<file path="config.mk">
export PLATFORM = sky130hd
export DESIGN_NAME = flow_ctrl_mc_flat
export DESIGN_NICKNAME = d
export VERILOG_FILES = /design/src/rtl/flow_ctrl_mc_if.sv /design/src/rtl/flow_ctrl_mc.sv /design/src/flat_wrapper.sv
export SDC_FILE = /design/constraint.sdc
export NUM_CORES = 1
export LEC_CHECK = 0
export BUFFER_PORTS_ARGS = -buffer_cell sky130_fd_sc_hd__buf_2
export CORE_MARGIN = 1
export CORE_UTILIZATION = 30
export CTS_CLUSTER_DIAMETER = 30
export DETAILED_ROUTE_END_ITERATION = 10
export GPL_TIMING_DRIVEN = 0
export SYNTH_ARGS = -nofsm -noshare
export SYNTH_HDL_FRONTEND = slang
export SYNTH_SLANG_ARGS = --single-unit
export TNS_END_PERCENT = 1
</file>
<file path="constraint.sdc">
create_clock -name clk -period 4.45 [get_ports clk]
set_clock_uncertainty 0.05 [all_clocks]
set_input_delay 0.89 -clock clk [delete_from_list [all_inputs] [get_ports clk]]
set_output_delay 0.89 -clock clk [all_outputs]
set_load 0.005 [all_outputs]
</file>
<file path="src/rtl/flow_ctrl_mc_if.sv">
`default_nettype none
// +----------------------------------------------------------------------+
// | Module  : flow_ctrl_mc_if                                            |
// | Brief   : Stall/redirect request and control-mask bundle for         |
// |           flow_ctrl_mc. Perf ports exist with FLOW_CTRL_PERF_CNT_EN. |
// | Revision: 1.0                                                        |
// +----------------------------------------------------------------------+
interface flow_ctrl_mc_if #(
  parameter int XLEN    = 32,
  parameter int NUM_SRC = 3
);
  logic [NUM_SRC-1:0] stall_req_i;
  logic               id_jump_flag_i;
  logic [XLEN-1:0]    id_jump_pc_i;
  logic               ex_branch_flag_i;
  logic [XLEN-1:0]    ex_jump_pc_i;
  logic               mem_exc_flag_i;
  logic [XLEN-1:0]    mem_exc_pc_i;
  logic [4:0]         fc_stall_o;
  logic [4:0]         fc_flush_o;
  logic               fc_jump_flag_o;
  logic [XLEN-1:0]    fc_jump_pc_o;
  logic               fc_redirect_pend_o;
`ifdef FLOW_CTRL_PERF_CNT_EN
  logic [NUM_SRC*32-1:0] perf_stall_cnt_o;
  logic [31:0]           perf_redirect_cnt_o;
`endif

  modport master (
    output stall_req_i, id_jump_flag_i, id_jump_pc_i,
    output ex_branch_flag_i, ex_jump_pc_i, mem_exc_flag_i, mem_exc_pc_i,
`ifdef FLOW_CTRL_PERF_CNT_EN
    input  perf_stall_cnt_o, perf_redirect_cnt_o,
`endif
    input  fc_stall_o, fc_flush_o, fc_jump_flag_o, fc_jump_pc_o, fc_redirect_pend_o
  );

  modport slave (
    input  stall_req_i, id_jump_flag_i, id_jump_pc_i,
    input  ex_branch_flag_i, ex_jump_pc_i, mem_exc_flag_i, mem_exc_pc_i,
`ifdef FLOW_CTRL_PERF_CNT_EN
    output perf_stall_cnt_o, perf_redirect_cnt_o,
`endif
    output fc_stall_o, fc_flush_o, fc_jump_flag_o, fc_jump_pc_o, fc_redirect_pend_o
  );
endinterface
`default_nettype wire

</file>
<file path="src/rtl/flow_ctrl_mc.sv">
`default_nettype none
// +----------------------------------------------------------------------+
// | Module  : flow_ctrl_mc                                               |
// | Brief   : 5-stage pipeline flow controller: stall/flush masks, PC    |
// |           redirect, pending-redirect hold. Optional perf counters    |
// |           under macro FLOW_CTRL_PERF_CNT_EN.                         |
// | Revision: 1.0                                                        |
// +----------------------------------------------------------------------+
module flow_ctrl_mc #(
  parameter int                   XLEN      = 32,
  parameter int                   NUM_SRC   = 3,
  parameter logic [3*NUM_SRC-1:0] SRC_STAGE = {3'd3, 3'd2, 3'd0}
) (
  input  wire logic     clk,
  input  wire logic     rst_n,
  flow_ctrl_mc_if.slave fc
);

  typedef enum logic [0:0] {
    ST_IDLE = 1'b0,
    ST_PEND = 1'b1
  } state_t;

  localparam logic [2:0] c_stg_jump   = 3'd1;
  localparam logic [2:0] c_stg_branch = 3'd2;
  localparam logic [2:0] c_stg_exc    = 3'd3;

  state_t          r_state;
  state_t          w_state_nxt;
  logic [XLEN-1:0] r_pend_pc;
  logic [XLEN-1:0] w_pend_pc_nxt;
  logic [2:0]      r_pend_src;
  logic [2:0]      w_pend_src_nxt;

  logic            w_stall_any;
  logic [2:0]      w_stall_max;
  logic [4:0]      w_stall_base;
  logic [4:0]      w_bubble;

  logic            w_red_valid;
  logic            w_red_ok;
  logic [2:0]      w_red_stage;
  logic [XLEN-1:0] w_red_tgt;
  logic [4:0]      w_red_flush;

  logic            w_take;
  logic            w_jump_flag;
  logic [XLEN-1:0] w_jump_pc;
  logic [4:0]      w_flush;
  logic            w_pend_out;

  // Deepest stalled stage across all asserted requesters.
  always_comb begin
    w_stall_any = 1'b0;
    w_stall_max = '0;
    for (int i = 0; i < NUM_SRC; i++) begin
      if (fc.stall_req_i[i]) begin
        w_stall_any = 1'b1;
        if (SRC_STAGE[3*i +: 3] > w_stall_max) begin
          w_stall_max = SRC_STAGE[3*i +: 3];
        end
      end
    end
  end

  always_comb begin
    w_stall_base = '0;
    w_bubble     = '0;
    for (int k = 0; k < 5; k++) begin
      w_stall_base[k] = w_stall_any && (3'(k) <= w_stall_max);
      if (k > 0) begin
        w_bubble[k] = w_stall_any && (({1'b0, w_stall_max} + 4'd1) == 4'(k));
      end
    end
  end

  always_comb begin
    w_red_valid = 1'b1;
    w_red_stage = '0;
    w_red_tgt   = '0;
    if (fc.mem_exc_flag_i) begin
      w_red_stage = c_stg_exc;
      w_red_tgt   = fc.mem_exc_pc_i;
    end else if (fc.ex_branch_flag_i) begin
      w_red_stage = c_stg_branch;
      w_red_tgt   = fc.ex_jump_pc_i;
    end else if (fc.id_jump_flag_i) begin
      w_red_stage = c_stg_jump;
      w_red_tgt   = fc.id_jump_pc_i;
    end else begin
      w_red_valid = 1'b0;
    end
  end

  // A stalled source instruction will re-assert its redirect later.
  assign w_red_ok = w_red_valid && !(w_stall_any && (w_stall_max >= w_red_stage));

  always_comb begin
    w_red_flush = '0;
    for (int k = 1; k < 5; k++) begin
      w_red_flush[k] = (3'(k) <= w_red_stage) ||
                       ((w_red_stage == c_stg_exc) && (4'(k) == ({1'b0, w_red_stage} + 4'd1)));
    end
  end

  always_comb begin
    w_state_nxt    = r_state;
    w_pend_pc_nxt  = r_pend_pc;
    w_pend_src_nxt = r_pend_src;
    w_take         = 1'b0;
    w_jump_flag    = 1'b0;
    w_jump_pc      = '0;
    w_flush        = w_bubble;
    w_pend_out     = 1'b0;
    unique case (r_state)
      ST_IDLE: begin
        if (w_red_ok) begin
          w_take      = 1'b1;
          w_flush     = w_flush | w_red_flush;
          w_jump_flag = 1'b1;
          w_jump_pc   = w_red_tgt;
          // PC is held whenever any stall is active, so park the target.
          if (w_stall_any) begin
            w_pend_pc_nxt  = w_red_tgt;
            w_pend_src_nxt = w_red_stage;
            w_state_nxt    = ST_PEND;
            w_pend_out     = 1'b1;
          end
        end
      end
      ST_PEND: begin
        w_pend_out  = 1'b1;
        w_jump_flag = 1'b1;
        w_flush[1]  = 1'b1;
        if (w_red_ok && (w_red_stage > r_pend_src)) begin
          w_take         = 1'b1;
          w_flush        = w_flush | w_red_flush;
          w_pend_pc_nxt  = w_red_tgt;
          w_pend_src_nxt = w_red_stage;
        end
        w_jump_pc = w_pend_pc_nxt;
        if (!w_stall_any) begin
          w_state_nxt = ST_IDLE;
        end
      end
      default: w_state_nxt = ST_IDLE;
    endcase
  end

  always_ff @(posedge clk or negedge rst_n) begin
    if (!rst_n) begin
      r_state    <= ST_IDLE;
      r_pend_pc  <= '0;
      r_pend_src <= '0;
    end else begin
      r_state    <= w_state_nxt;
      r_pend_pc  <= w_pend_pc_nxt;
      r_pend_src <= w_pend_src_nxt;
    end
  end

  assign fc.fc_stall_o         = w_stall_base & ~w_flush;
  assign fc.fc_flush_o         = {w_flush[4:1], 1'b0};
  assign fc.fc_jump_flag_o     = w_jump_flag;
  assign fc.fc_jump_pc_o       = w_jump_flag ? w_jump_pc : '0;
  assign fc.fc_redirect_pend_o = w_pend_out;

`ifdef FLOW_CTRL_PERF_CNT_EN
  logic [NUM_SRC*32-1:0] r_perf_stall_cnt;
  logic [31:0]           r_perf_redirect_cnt;

  always_ff @(posedge clk or negedge rst_n) begin
    if (!rst_n) begin
      r_perf_stall_cnt    <= '0;
      r_perf_redirect_cnt <= '0;
    end else begin
      for (int i = 0; i < NUM_SRC; i++) begin
        if (fc.stall_req_i[i]) begin
          r_perf_stall_cnt[32*i +: 32] <= r_perf_stall_cnt[32*i +: 32] + 32'd1;
        end
      end
      if (w_take) begin
        r_perf_redirect_cnt <= r_perf_redirect_cnt + 32'd1;
      end
    end
  end

  assign fc.perf_stall_cnt_o    = r_perf_stall_cnt;
  assign fc.perf_redirect_cnt_o = r_perf_redirect_cnt;
`endif

endmodule
`default_nettype wire

</file>
<file path="src/flat_wrapper.sv">
// flat-port wrapper written by rule: the top's interface ports become plain ports
module flow_ctrl_mc_flat 
#(
  parameter int                   XLEN      = 32,
  parameter int                   NUM_SRC   = 3,
  parameter logic [3*NUM_SRC-1:0] SRC_STAGE = {3'd3, 3'd2, 3'd0}
)
  (clk, rst_n, fc_stall_req_i, fc_id_jump_flag_i, fc_id_jump_pc_i, fc_ex_branch_flag_i, fc_ex_jump_pc_i, fc_mem_exc_flag_i, fc_mem_exc_pc_i, fc_fc_stall_o, fc_fc_flush_o, fc_fc_jump_flag_o, fc_fc_jump_pc_o, fc_fc_redirect_pend_o);
  flow_ctrl_mc_if #(.XLEN(XLEN), .NUM_SRC(NUM_SRC)) fc_i ();
  input  wire logic clk;
  input  wire logic rst_n;
  input wire logic [$bits(fc_i.stall_req_i)-1:0] fc_stall_req_i;
  input wire logic [$bits(fc_i.id_jump_flag_i)-1:0] fc_id_jump_flag_i;
  input wire logic [$bits(fc_i.id_jump_pc_i)-1:0] fc_id_jump_pc_i;
  input wire logic [$bits(fc_i.ex_branch_flag_i)-1:0] fc_ex_branch_flag_i;
  input wire logic [$bits(fc_i.ex_jump_pc_i)-1:0] fc_ex_jump_pc_i;
  input wire logic [$bits(fc_i.mem_exc_flag_i)-1:0] fc_mem_exc_flag_i;
  input wire logic [$bits(fc_i.mem_exc_pc_i)-1:0] fc_mem_exc_pc_i;
  output wire logic [$bits(fc_i.fc_stall_o)-1:0] fc_fc_stall_o;
  output wire logic [$bits(fc_i.fc_flush_o)-1:0] fc_fc_flush_o;
  output wire logic [$bits(fc_i.fc_jump_flag_o)-1:0] fc_fc_jump_flag_o;
  output wire logic [$bits(fc_i.fc_jump_pc_o)-1:0] fc_fc_jump_pc_o;
  output wire logic [$bits(fc_i.fc_redirect_pend_o)-1:0] fc_fc_redirect_pend_o;
  assign fc_i.stall_req_i = fc_stall_req_i;
  assign fc_i.id_jump_flag_i = fc_id_jump_flag_i;
  assign fc_i.id_jump_pc_i = fc_id_jump_pc_i;
  assign fc_i.ex_branch_flag_i = fc_ex_branch_flag_i;
  assign fc_i.ex_jump_pc_i = fc_ex_jump_pc_i;
  assign fc_i.mem_exc_flag_i = fc_mem_exc_flag_i;
  assign fc_i.mem_exc_pc_i = fc_mem_exc_pc_i;
  assign fc_fc_stall_o = fc_i.fc_stall_o;
  assign fc_fc_flush_o = fc_i.fc_flush_o;
  assign fc_fc_jump_flag_o = fc_i.fc_jump_flag_o;
  assign fc_fc_jump_pc_o = fc_i.fc_jump_pc_o;
  assign fc_fc_redirect_pend_o = fc_i.fc_redirect_pend_o;
  flow_ctrl_mc #(.XLEN(XLEN), .NUM_SRC(NUM_SRC), .SRC_STAGE(SRC_STAGE)) u_core (.clk(clk), .rst_n(rst_n), .fc(fc_i));
endmodule
</file>
## Word-level counts from Yosys, hierarchy flattened

Index checks and enable logic that the tools add are counted.

| storage, ports and cells | value |
|---|---|
| output and inout port bits | 44 |
| bits of input ports | 104 |
| bits in writable memories | 0 |
| latch bits | 0 |
| register bits | 36 |
| ROM bits | 0 |
| memories kept | 0 |

| cells by class | value |
|---|---|
| shift-type cells | 0 |
| bitwise gates (word level) | 5 |
| mux-type cells | 35 |
| $lt $le $gt $ge | 12 |
| div/mod/pow operators | 0 |
| reductions and logical operators | 23 |
| multiply operators | 0 |
| equality and inequality tests | 12 |
| add/subtract/negate cells | 2 |

Operator list:

| operator | count |
|---|---|
| 2-to-1 mux 32 bit | 8 |
| one-hot mux 32 bit (2 select lines) | 2 |
| 2-to-1 mux 3 bit | 6 |
| logical AND 1 bit | 16 |
| less-or-equal comparator 2 x 3 -> 1 bit, first input constant | 4 |
| 2-to-1 mux 1 bit | 10 |
| 2-to-1 mux 5 bit | 2 |
| OR 5 bit | 2 |
| one-hot mux 5 bit (2 select lines) | 1 |
| less-or-equal comparator 1 x 3 -> 1 bit, first input constant | 3 |
| adder 3 x 1 -> 4 bit, second input constant | 2 |
| == test 2 x 4 -> 1 bit, first input constant | 2 |
| == test 4 x 2 -> 1 bit, second input constant | 2 |
| less-or-equal comparator 3 bit, first input constant | 2 |
| one-hot mux 1 bit (2 select lines) | 3 |
| one-hot mux 3 bit (2 select lines) | 1 |
| bitwise AND 5 bit | 1 |
| NOT 5 bit | 1 |
| == test 1 x 4 -> 1 bit, first input constant | 1 |
| == test 3 x 4 -> 1 bit, first input constant | 1 |
| == test 4 x 1 -> 1 bit, second input constant | 1 |
| == test 4 x 3 -> 1 bit, second input constant | 1 |
| logical OR 1 bit | 4 |
| 2-to-1 mux 2 bit | 2 |
| other kinds (10) | 11 |

## Logic depth before layout (Yosys ltp)

| logic depth | value |
|---|---|
| word-level depth | 13 |
| gate-level depth with buffers | 13 |
| gate-level depth less buffers | 8 |

## Worst setup path before layout

OpenSTA, ideal clock, no wires.

| timing | value |
|---|---|
| path kind | input -> output |
| start | in fc_ex_branch_flag_i |
| end | out fc_fc_jump_pc_o[13] |
| arrival | 2982 ps |
| stages | 11 |
| buffers on the path | 4 |
| path slack | 528 ps |
| data required time | 3510 ps |
| cell sequence | buf_2 -> nor2b_1 -> clkbuf_1 -> clkbuf_1 -> or2_2 -> ha_1 -> nand2b_1 -> a21oi_1 -> o21ai_1 -> clkbuf_1 -> o32ai_1 |

| between the ends | value |
|---|---|
| word-level cells in the longest chain between the ends | 10 |

RTL lines:

| what | RTL line | text |
|---|---|---|
| from (decl) | flat_wrapper.sv:15 | `input wire logic [$bits(fc_i.ex_branch_flag_i)-1:0] fc_ex_branch_flag_i;` |
| 2-to-1 mux 3 bit | flow_ctrl_mc.sv:84 | `end else if (fc.ex_branch_flag_i) begin` |
| 2-to-1 mux 3 bit | flow_ctrl_mc.sv:81 | `if (fc.mem_exc_flag_i) begin` |
| greater-or-equal comparator 3 bit | flow_ctrl_mc.sv:96 | `assign w_red_ok = w_red_valid && !(w_stall_any && (w_stall_max >= w_red_stage));` |
| logical AND 1 bit | flow_ctrl_mc.sv:96 |  |
| logical NOT 1 bit | flow_ctrl_mc.sv:96 |  |
| logical AND 1 bit | flow_ctrl_mc.sv:96 |  |
| logical AND 1 bit | flow_ctrl_mc.sv:135 | `if (w_red_ok && (w_red_stage > r_pend_src)) begin` |
| 2-to-1 mux 32 bit | flow_ctrl_mc.sv:135 |  |
| one-hot mux 32 bit (2 select lines) | flow_ctrl_mc.sv:115 | `unique case (r_state)` |
| 2-to-1 mux 32 bit * | flow_ctrl_mc.sv:165 | `assign fc.fc_jump_pc_o = w_jump_flag ? w_jump_pc : '0;` |
| to (decl) | flat_wrapper.sv:22 | `output wire logic [$bits(fc_i.fc_jump_pc_o)-1:0] fc_fc_jump_pc_o;` |

Every way passes the cells marked *; elsewhere a longest branch is shown, timed or not.

## Worst setup path after layout

| timing | value |
|---|---|
| start | in fc_ex_branch_flag_i |
| end | out fc_fc_jump_pc_o[9] |

The elaborated chain is that of the path after synthesis.

==> run metrics <==
worst reg2reg path depth 8; most used cell, CP buf_2; crit-path cells buf_2 -> nor2b_1 -> clkbuf_1 -> buf_2 -> or2_2 -> ha_1 -> nand2b_1 -> a21o_1 -> a21oi_4 -> clkbuf_4 -> o32ai_1 -> buf_2; detailed-route wire length 8120 µm; # DRC 0; Most used DFF post-synth dfrtp_1; Post-synth EDFFs 0; Clock Tree Buf Depth 2; Fmax achieved 0.235 GHz; Synth top area share 0.345; TritonCTS Buffers 5; DR pass1 iterations 4; worst path arrival time 3320 ps; CP Buf/Inv Count 5; CP Max Fanout 10; cts hold-fix bufs 0; layout overhead on the synthesized area 39.1%; worst-margin pin slew 815 ps; WL/cell 15.3 µm; vias in the first global route 2573; hold_ws 470 ps; GRT Overall Usage 0.187; CORE AREA 8220 µm²; remaining global-route overflow 0; post-route ant nets 0; count leader, synth inv_1; CP Depth 12; max-cap viol count 0; Layout Cells excl Fill 530; FFs w/ async S/R, synth 1.00; Slowest cell on crit path or2_2; first-pass GRT wire length 12700 µm; pre-CTS WS -403 ps; share of cells above drive strength 1 0.409; Slew Limit Headroom 0.457; # placed instances 522; delay-heaviest family, CP buffers and inverters; row cnt 33; synthesized cell area 2540 µm²; Setup-failing EPs final 0; ranking of synthesized cells by area dfrtp_1, mux2i_1, a221o_1; Final Slew Violations 0; Post-CTS Setup Bufs 0; pin count of the biggest net entering global routing 36; final critical-path share of the clock period 0.957; Initial Util 0.309; Post-synth top cells inv_1, dfrtp_1, o21ai_0; Layout Nets 532; Die Ht 94.0 µm; # H-tree levels 2; Mean Syn Cell Area 9.31 µm²; leakage 1.75 nW; Synth Register Bits 35; gpl congestion 0.722; PD cells 503 nW/µm²; outcome complete, no violations; Hold Path Depth 2; hold crit path type flop to flop; Fill cells 840; Port Buffer Count 143; Hold Fails Final Rpt 0; CTS tree built; minimum clock period 4260 ps; n_diodes 0; final setup margin 190 ps; final core utilization 0.430; Skew-Pair Late Insertion Delay 280 ps; Die Area 8840 µm²; Post-Synthesis Cells 273; Root Driver clkbuf_8; CP Data Required Time 3510 ps; DRT iter0 DRCs 80; startpoint class of the critical path input pin; initial antenna violation count 0; DR vias/cell 5.18; final total power 1.78 mW; via count 2746; WS Path Type input pin to primary output; Die W 94.0 µm; FF-to-FF setup slack 2480 ps; unique cell type count in the Yosys netlist 31; Post-DP HPWL 5990 µm; Max VDD drop 0.000174 V; Sink Count 35; cell accounting for the most synthesized area dfrtp_1; IO Count 148; Worst-path clk slew 70 ps; max incr delay on CP 330 ps; synth warn 0; crit end category primary output; sequential fraction of the synthesis area 0.345
[registers in the layout, indices dropped and copies added (netlist names)]
register / flops
u_core.r_pend_pc: 32
u_core.r_pend_src: 2
u_core.r_state: 1
[metrics by stage]
stage / TNS (ps) / cell area, µm²
final: 0 / 3530
after global placement: -11610 / 3390
after global routing: -2.22 / 3530
after detailed placement: -11420 / 3390
after floorplan: 0 / 2540
after CTS: 0 / 3510
[tightest hold or removal path: stages (launching register included)]
cell	delay [ps]
dfrtp_1	320
inv_1	50
mux2i_1	110
[worst paths after layout]
kind,start,endpoint
setup reg to reg,u_core.r_pend_src[1],u_core.r_pend_pc[13]
hold / removal,u_core.r_pend_pc[28],u_core.r_pend_pc[28]
min in group asynchronous,rst_n,u_core.r_state
setup / recovery,fc_ex_branch_flag_i,fc_fc_jump_pc_o[9]
max in group asynchronous,rst_n,u_core.r_pend_pc[28]
hold reg to reg,u_core.r_pend_pc[28],u_core.r_pend_pc[28]
[layout make-up]
class,count,area (µm²),share of cell area
Buffer,31,180,0.0510
Clock buffer,8,100,0.0283
Inverter,40,150,0.0425
Multi-Input combinational cell,168,1380,0.391
Sequential cell,35,876,0.248
Tap cell,105,131,0.0372
Timing Repair Buffer,143,716,0.202
[layout by cell type, fill, tap and decap left out, types with 5 or more instances in the layout]
| master | n |
|---|---|
| buf_2 | 147 |
| clkbuf_1 | 16 |
| clkbuf_8 | 7 |
| o21ai_0 | 35 |
| a221o_1 | 32 |
| o32ai_1 | 32 |
| dfrtp_1 | 35 |
| mux2i_1 | 33 |
| buf_6 | 5 |
| inv_1 | 40 |
[cells by family (layout without fill, tap and decap cells)]
kind of cell / after synthesis / after routing / share of synthesized area
buf+inv: 71 / 222 / 0.124
simple gates: 17 / 17 / 0.0374
mux: 34 / 34 / 0.134
flops: 35 / 35 / 0.345
fa+ha+maj: 4 / 4 / 0.0197
other cells: 1 / 2 / 0.00148
compound gates: 111 / 111 / 0.339
[power by group]
group          total, mW  switching (mW)  internal [mW]
Clock              0.259           0.118          0.141
Sequential         0.518          0.0418          0.476
Combinational       1.00           0.526          0.475
[what timing repair did]
action | 4_1_cts | 5_1_grt
setup endpoints to repair | 31 | 31
gates resized for setup | 9 | 11
cloned | 0 | 0
[per-layer routing]
metal	GRT usage	wire (µm)	vias to the layer above
met5	0	0	-
met4	0.0397	70	0
met3	0.0429	557	6
met2	0.321	3920	116
met1	0.239	3570	1287
li1	-	-	1337
Note: power is estimated with default switching activity, not from simulation.
